## src/rtl/fifo_uart_tx.sv

```systemverilog
`default_nettype none
// ----------------------------------------------------------------------------
// fifo_uart_tx : drains an upstream FIFO one byte per 8N1 UART frame
// Revision     : 1.0
// ----------------------------------------------------------------------------
module fifo_uart_tx #(
   parameter int BAUD_DIV = 10416
) (
   input  logic       clk,
   input  logic       rst,
   input  logic       fifo_empty,
   input  logic [7:0] fifo_data,
   output logic       fifo_pop,
   output logic       tx,
   output logic       tx_busy
);

   localparam int CW = $clog2(BAUD_DIV);
   localparam logic [CW-1:0] BAUD_LAST = CW'(BAUD_DIV - 1);

   typedef enum logic [1:0] {
      IDLE  = 2'd0,
      START = 2'd1,
      DATA  = 2'd2,
      STOP  = 2'd3
   } state_t;

   state_t        state, state_nx;
   logic [CW-1:0] baud_cnt, baud_nx;
   logic [2:0]    bit_cnt, bit_nx;
   logic [7:0]    shreg, shreg_nx;
   logic          tx_nx;
   logic          boundary;

   always_comb begin
      fifo_pop = (state == IDLE) && !fifo_empty && !rst;
      boundary = (baud_cnt == BAUD_LAST);
      state_nx = state;
      baud_nx  = boundary ? '0 : baud_cnt + CW'(1);
      bit_nx   = bit_cnt;
      shreg_nx = shreg;
      tx_nx    = tx;

      case (state)
         IDLE: begin
            baud_nx = '0;
            tx_nx   = 1'b1;
            if (fifo_pop) begin
               state_nx = START;
               shreg_nx = fifo_data;
               bit_nx   = 3'd0;
               tx_nx    = 1'b0;
            end
         end
         START: begin
            if (boundary) begin
               state_nx = DATA;
               tx_nx    = shreg[0];
            end
         end
         DATA: begin
            if (boundary) begin
               shreg_nx = {1'b0, shreg[7:1]};
               bit_nx   = bit_cnt + 3'd1;
               // the next bit is shreg[1], the one that lands in the LSB after this shift
               if (bit_cnt == 3'd7) begin
                  state_nx = STOP;
                  tx_nx    = 1'b1;
               end else begin
                  tx_nx = shreg[1];
               end
            end
         end
         STOP: begin
            if (boundary) begin
               state_nx = IDLE;
            end
         end
         default: begin
            state_nx = IDLE;
         end
      endcase
   end

   always_ff @(posedge clk) begin
      if (rst) begin
         state    <= IDLE;
         tx       <= 1'b1;
         tx_busy  <= 1'b0;
         baud_cnt <= '0;
         bit_cnt  <= 3'd0;
         shreg    <= 8'd0;
      end else begin
         state    <= state_nx;
         tx       <= tx_nx;
         tx_busy  <= (state_nx != IDLE);
         baud_cnt <= baud_nx;
         bit_cnt  <= bit_nx;
         shreg    <= shreg_nx;
      end
   end

endmodule
`default_nettype wire

```

## config.mk

```make
export PLATFORM = sky130hd
export DESIGN_NAME = fifo_uart_tx
export DESIGN_NICKNAME = d
export VERILOG_FILES = /design/src/rtl/fifo_uart_tx.sv
export SDC_FILE = /design/constraint.sdc
export NUM_CORES = 1
export LEC_CHECK = 0
export CAP_MARGIN = 25
export CORE_ASPECT_RATIO = 0.5
export CORE_UTILIZATION = 50
export DETAILED_ROUTE_END_ITERATION = 8
export PLACE_DENSITY_LB_ADDON = 0.12
export SLEW_MARGIN = 20
export SYNTH_ARGS = -nofsm -noshare
export SYNTH_HDL_FRONTEND = slang
export SYNTH_SLANG_ARGS = --single-unit
```

## constraint.sdc

```tcl
create_clock -name clk -period 5.65 [get_ports clk]
set_input_delay 1.13 -clock clk [delete_from_list [all_inputs] [get_ports clk]]
set_output_delay 1.13 -clock clk [all_outputs]
set_load 0.05 [all_outputs]
```

==> out/metrics.csv <==
stage;metric;value;unit
final_layout;commonest non-fill, non-tap cell in the layout;dfxtp_1;
clock_network;clock-pin slew on the worst setup and hold paths;0.06;ns
synthesis;Synth cell types;34;
floorplan;Die H;38.9;microns
drt;DR WL/cell;12.2;microns
timing;Worst-Margin Slew;0.548;ns
power;Reg power frac;47.1;%
power;Peak VDD IR;0.174;mV
final_layout;Net count, final;192;
power;switching share of power;24.8;%
global_routing;vias in the first global route;966;
synthesis;EDFF count, synth;0;
clock_network;Post-CTS Resized;0;
final_layout;final core utilization;67.5;%
job;max cap viols;0;
final_layout;P&R area growth vs syn;18.1;%
clock_network;TritonCTS clock tree;done;
timing;Tcrit/Tclk final;77.1;%
power;combinational share of power;12.8;%
synthesis;synthesized area per cell;8.64;sq um
power;P_leak;0.575;nW
min_path;hold path cells;2;
place;PortBufs;13;
clock_network;Clock Latency Late Sink;0.27;ns
floorplan;die area;0.00296;sq mm
synthesis;FFs w/ async S/R, synth;0;%
drt;drt drc;0;
power;Switch Pwr;114;uW
clock_network;post-CTS setup buffer count;0;
drt;Starting DRT DRC Count;36;
floorplan;initial core utilization;57.2;%
clock_network;cts hold-fix bufs;0;
power;clock power share;40.0;%
drt;drt first pass iters;4;
final_layout;leading cell types in the layout, fill and taps excluded;dfxtp_1, nor2_1, nand2_1;
clock_network;CTS Sinks;29;
synthesis;Mapped Area;0.00137;sq mm
min_path;Hold Crit Class;reg -> reg;
power;Pwr Total;460;uW
setup_path;Max FO, Critical Path;15;
clock_network;CTS max path bufs;2;
place;routability cong.;0.839;
floorplan;die width;75.9;microns
place;post-detail-place hpwl;1740;microns
run_status;status;completed;
place;cell count after placement;201;
setup_path;Crit Path Class;in -> out;
synthesis;Seq cells post-synth;29;
setup_path;critical path launch point type;primary input;
global_routing;grt ovf;0;
setup_path;CP Data Arrival Time;3.23;ns
timing;Final Setup Violations;0;
timing;max-slew violations;0;
clock_network;H-tree levels;2;
timing;Period minus WS final;4.36;ns
global_routing;all-layer global routing usage;20.4;%
place;Setup WS pre-CTS;1.33;ns
floorplan;Core Region;0.00239;sq mm
timing;skew final;0.00359;ns
final_layout;filler instances;191;
timing;Hold Fails Final Rpt;0;
synthesis;synth warn;0;
timing;Max Fclk;229;MHz
synthesis;Cells after Synth;158;
drt;drt via density;5.38;
floorplan;row count;12;
drt;WL final;2540;microns
final_layout;share of cells above drive strength 1;6.32;%
final_layout;diode count;0;
synthesis;Main synth FF type;dfxtp_1;
power;P_int;346;uW
setup_path;worst-case reg-to-reg path depth;4;
timing;worst setup margin;1.29;ns
global_routing;antenna violations before repair;0;
drt;Vias;1124;
global_routing;largest net degree at the start of global routing;16;
setup_path;Crit path required time;4.52;ns
timing;slew margin rel.;63.3;%
synthesis;syn_nets;177;
synthesis;post-synthesis sequential area ratio;42.5;%
floorplan;I/O pin count;14;
timing;setup repair after global routing missed its margin;false;
clock_network;cts bufs inserted;5;
clock_network;clock root buffer;clkbuf_8;
setup_path;Worst Setup End Kind;output pin;
global_routing;global-route wire length before repair;4140;microns
timing;TNS Setup;0;ns
drt;post-route ant nets;0;
final_layout;Post-Layout Cell Count;209;
power;pwr dens;285;mW/mm^2
==> cell usage after synthesis, types with 2 or more instances <==
| cell | instances | area (sq um) |
|---|---|---|
| xnor2_1 | 9 | 78.8 |
| o21ai_0 | 4 | 20.0 |
| a31oi_1 | 2 | 12.5 |
| nand2_1 | 14 | 52.6 |
| or3_1 | 2 | 12.5 |
| nor2_1 | 27 | 101 |
| ha_1 | 8 | 100 |
| a22oi_1 | 6 | 45.0 |
| nor3_1 | 4 | 20.0 |
| clkbuf_1 | 2 | 7.51 |
| nand3_1 | 6 | 30.0 |
| a22oi_2 | 2 | 25.0 |
| a21oi_1 | 10 | 50.1 |
| dfxtp_1 | 29 | 581 |
| and3_1 | 2 | 12.5 |
| buf_2 | 2 | 10.0 |
| inv_1 | 7 | 26.3 |
| xor2_1 | 3 | 26.3 |
| nand4_1 | 4 | 25.0 |
==> flip-flops by register name, indices dropped and copies added (netlist names) <==
name      count
baud_cnt     14
bit_cnt       3
shreg         8
state         2
tx            1
tx_busy       1
==> critical path, cell delays in order <==
cell             delay, ns
clkdlybuf4s50_1       0.66
or3_1                 0.49
inv_1                 0.11
clkdlybuf4s50_1       0.83
==> metrics by stage <==
step / hold slack, ns / area (sq um)
6_report: 0.453 / 1610
5_1_grt: 0.468 / 1610
2_1_floorplan: 0.426 / 1370
4_1_cts: 0.453 / 1610
3_5_place_dp: 0.444 / 1510
3_3_place_gp: 0.438 / 1510
==> cell type report <==
class                   instances  area (sq um)  share of cell area, %
repair buffers                 13           130                   8.07
well taps                      35          43.8                   2.72
multi-input cells             117           729                   45.3
clock buffers                   7          96.3                   5.98
flip-flops and latches         29           581                   36.0
clock inverters                 1          5.00                  0.311
inverters                       7          26.3                   1.63
==> layer usage <==
layer / up-vias / GRT usage (%) / share of wire, %
li1: 578 / - / -
met4: 0 / 6.48 / 2.0
met1: 509 / 24.2 / 49
met3: 8 / 10.2 / 5.5
met2: 29 / 32.3 / 44
met5: - / 0 / 0
==> logic make-up after synthesis <==
| family | share of synthesized area, % |
|---|---|
| multiplexers | 0.733 |
| flip-flops | 42.5 |
| AND/OR/NAND/NOR | 23.6 |
| buffers and inverters | 4.03 |
| AO/OA/AOI/OAI | 14.1 |
| XOR/XNOR | 7.70 |
| adder cells (fa/ha/maj) | 7.33 |
==> power groups by stage <==
stage,Combinational (mW),Clock [mW],Sequential [mW]
after floorplan,0.0322,0,0.229
after global placement,0.0580,0,0.221
after detailed placement,0.0583,0,0.221
after CTS,0.0590,0.189,0.217
after global routing,0.0649,0.200,0.217
final,0.0590,0.184,0.217
==> path summary, 6_finish.rpt <==
kind / from / end / slack (ns)
worst max-delay path: rst / fifo_pop / 1.29
worst min-delay path: shreg[6]$_SDFFE_PP0P_ / shreg[6]$_SDFFE_PP0P_ / 0.45
worst max register to register: baud_cnt[4]$_SDFF_PP0_ / shreg[7]$_SDFFE_PP0P_ / 3.29
worst min register to register: shreg[6]$_SDFFE_PP0P_ / shreg[6]$_SDFFE_PP0P_ / 0.45
Note: power is estimated with default switching activity, not from simulation.
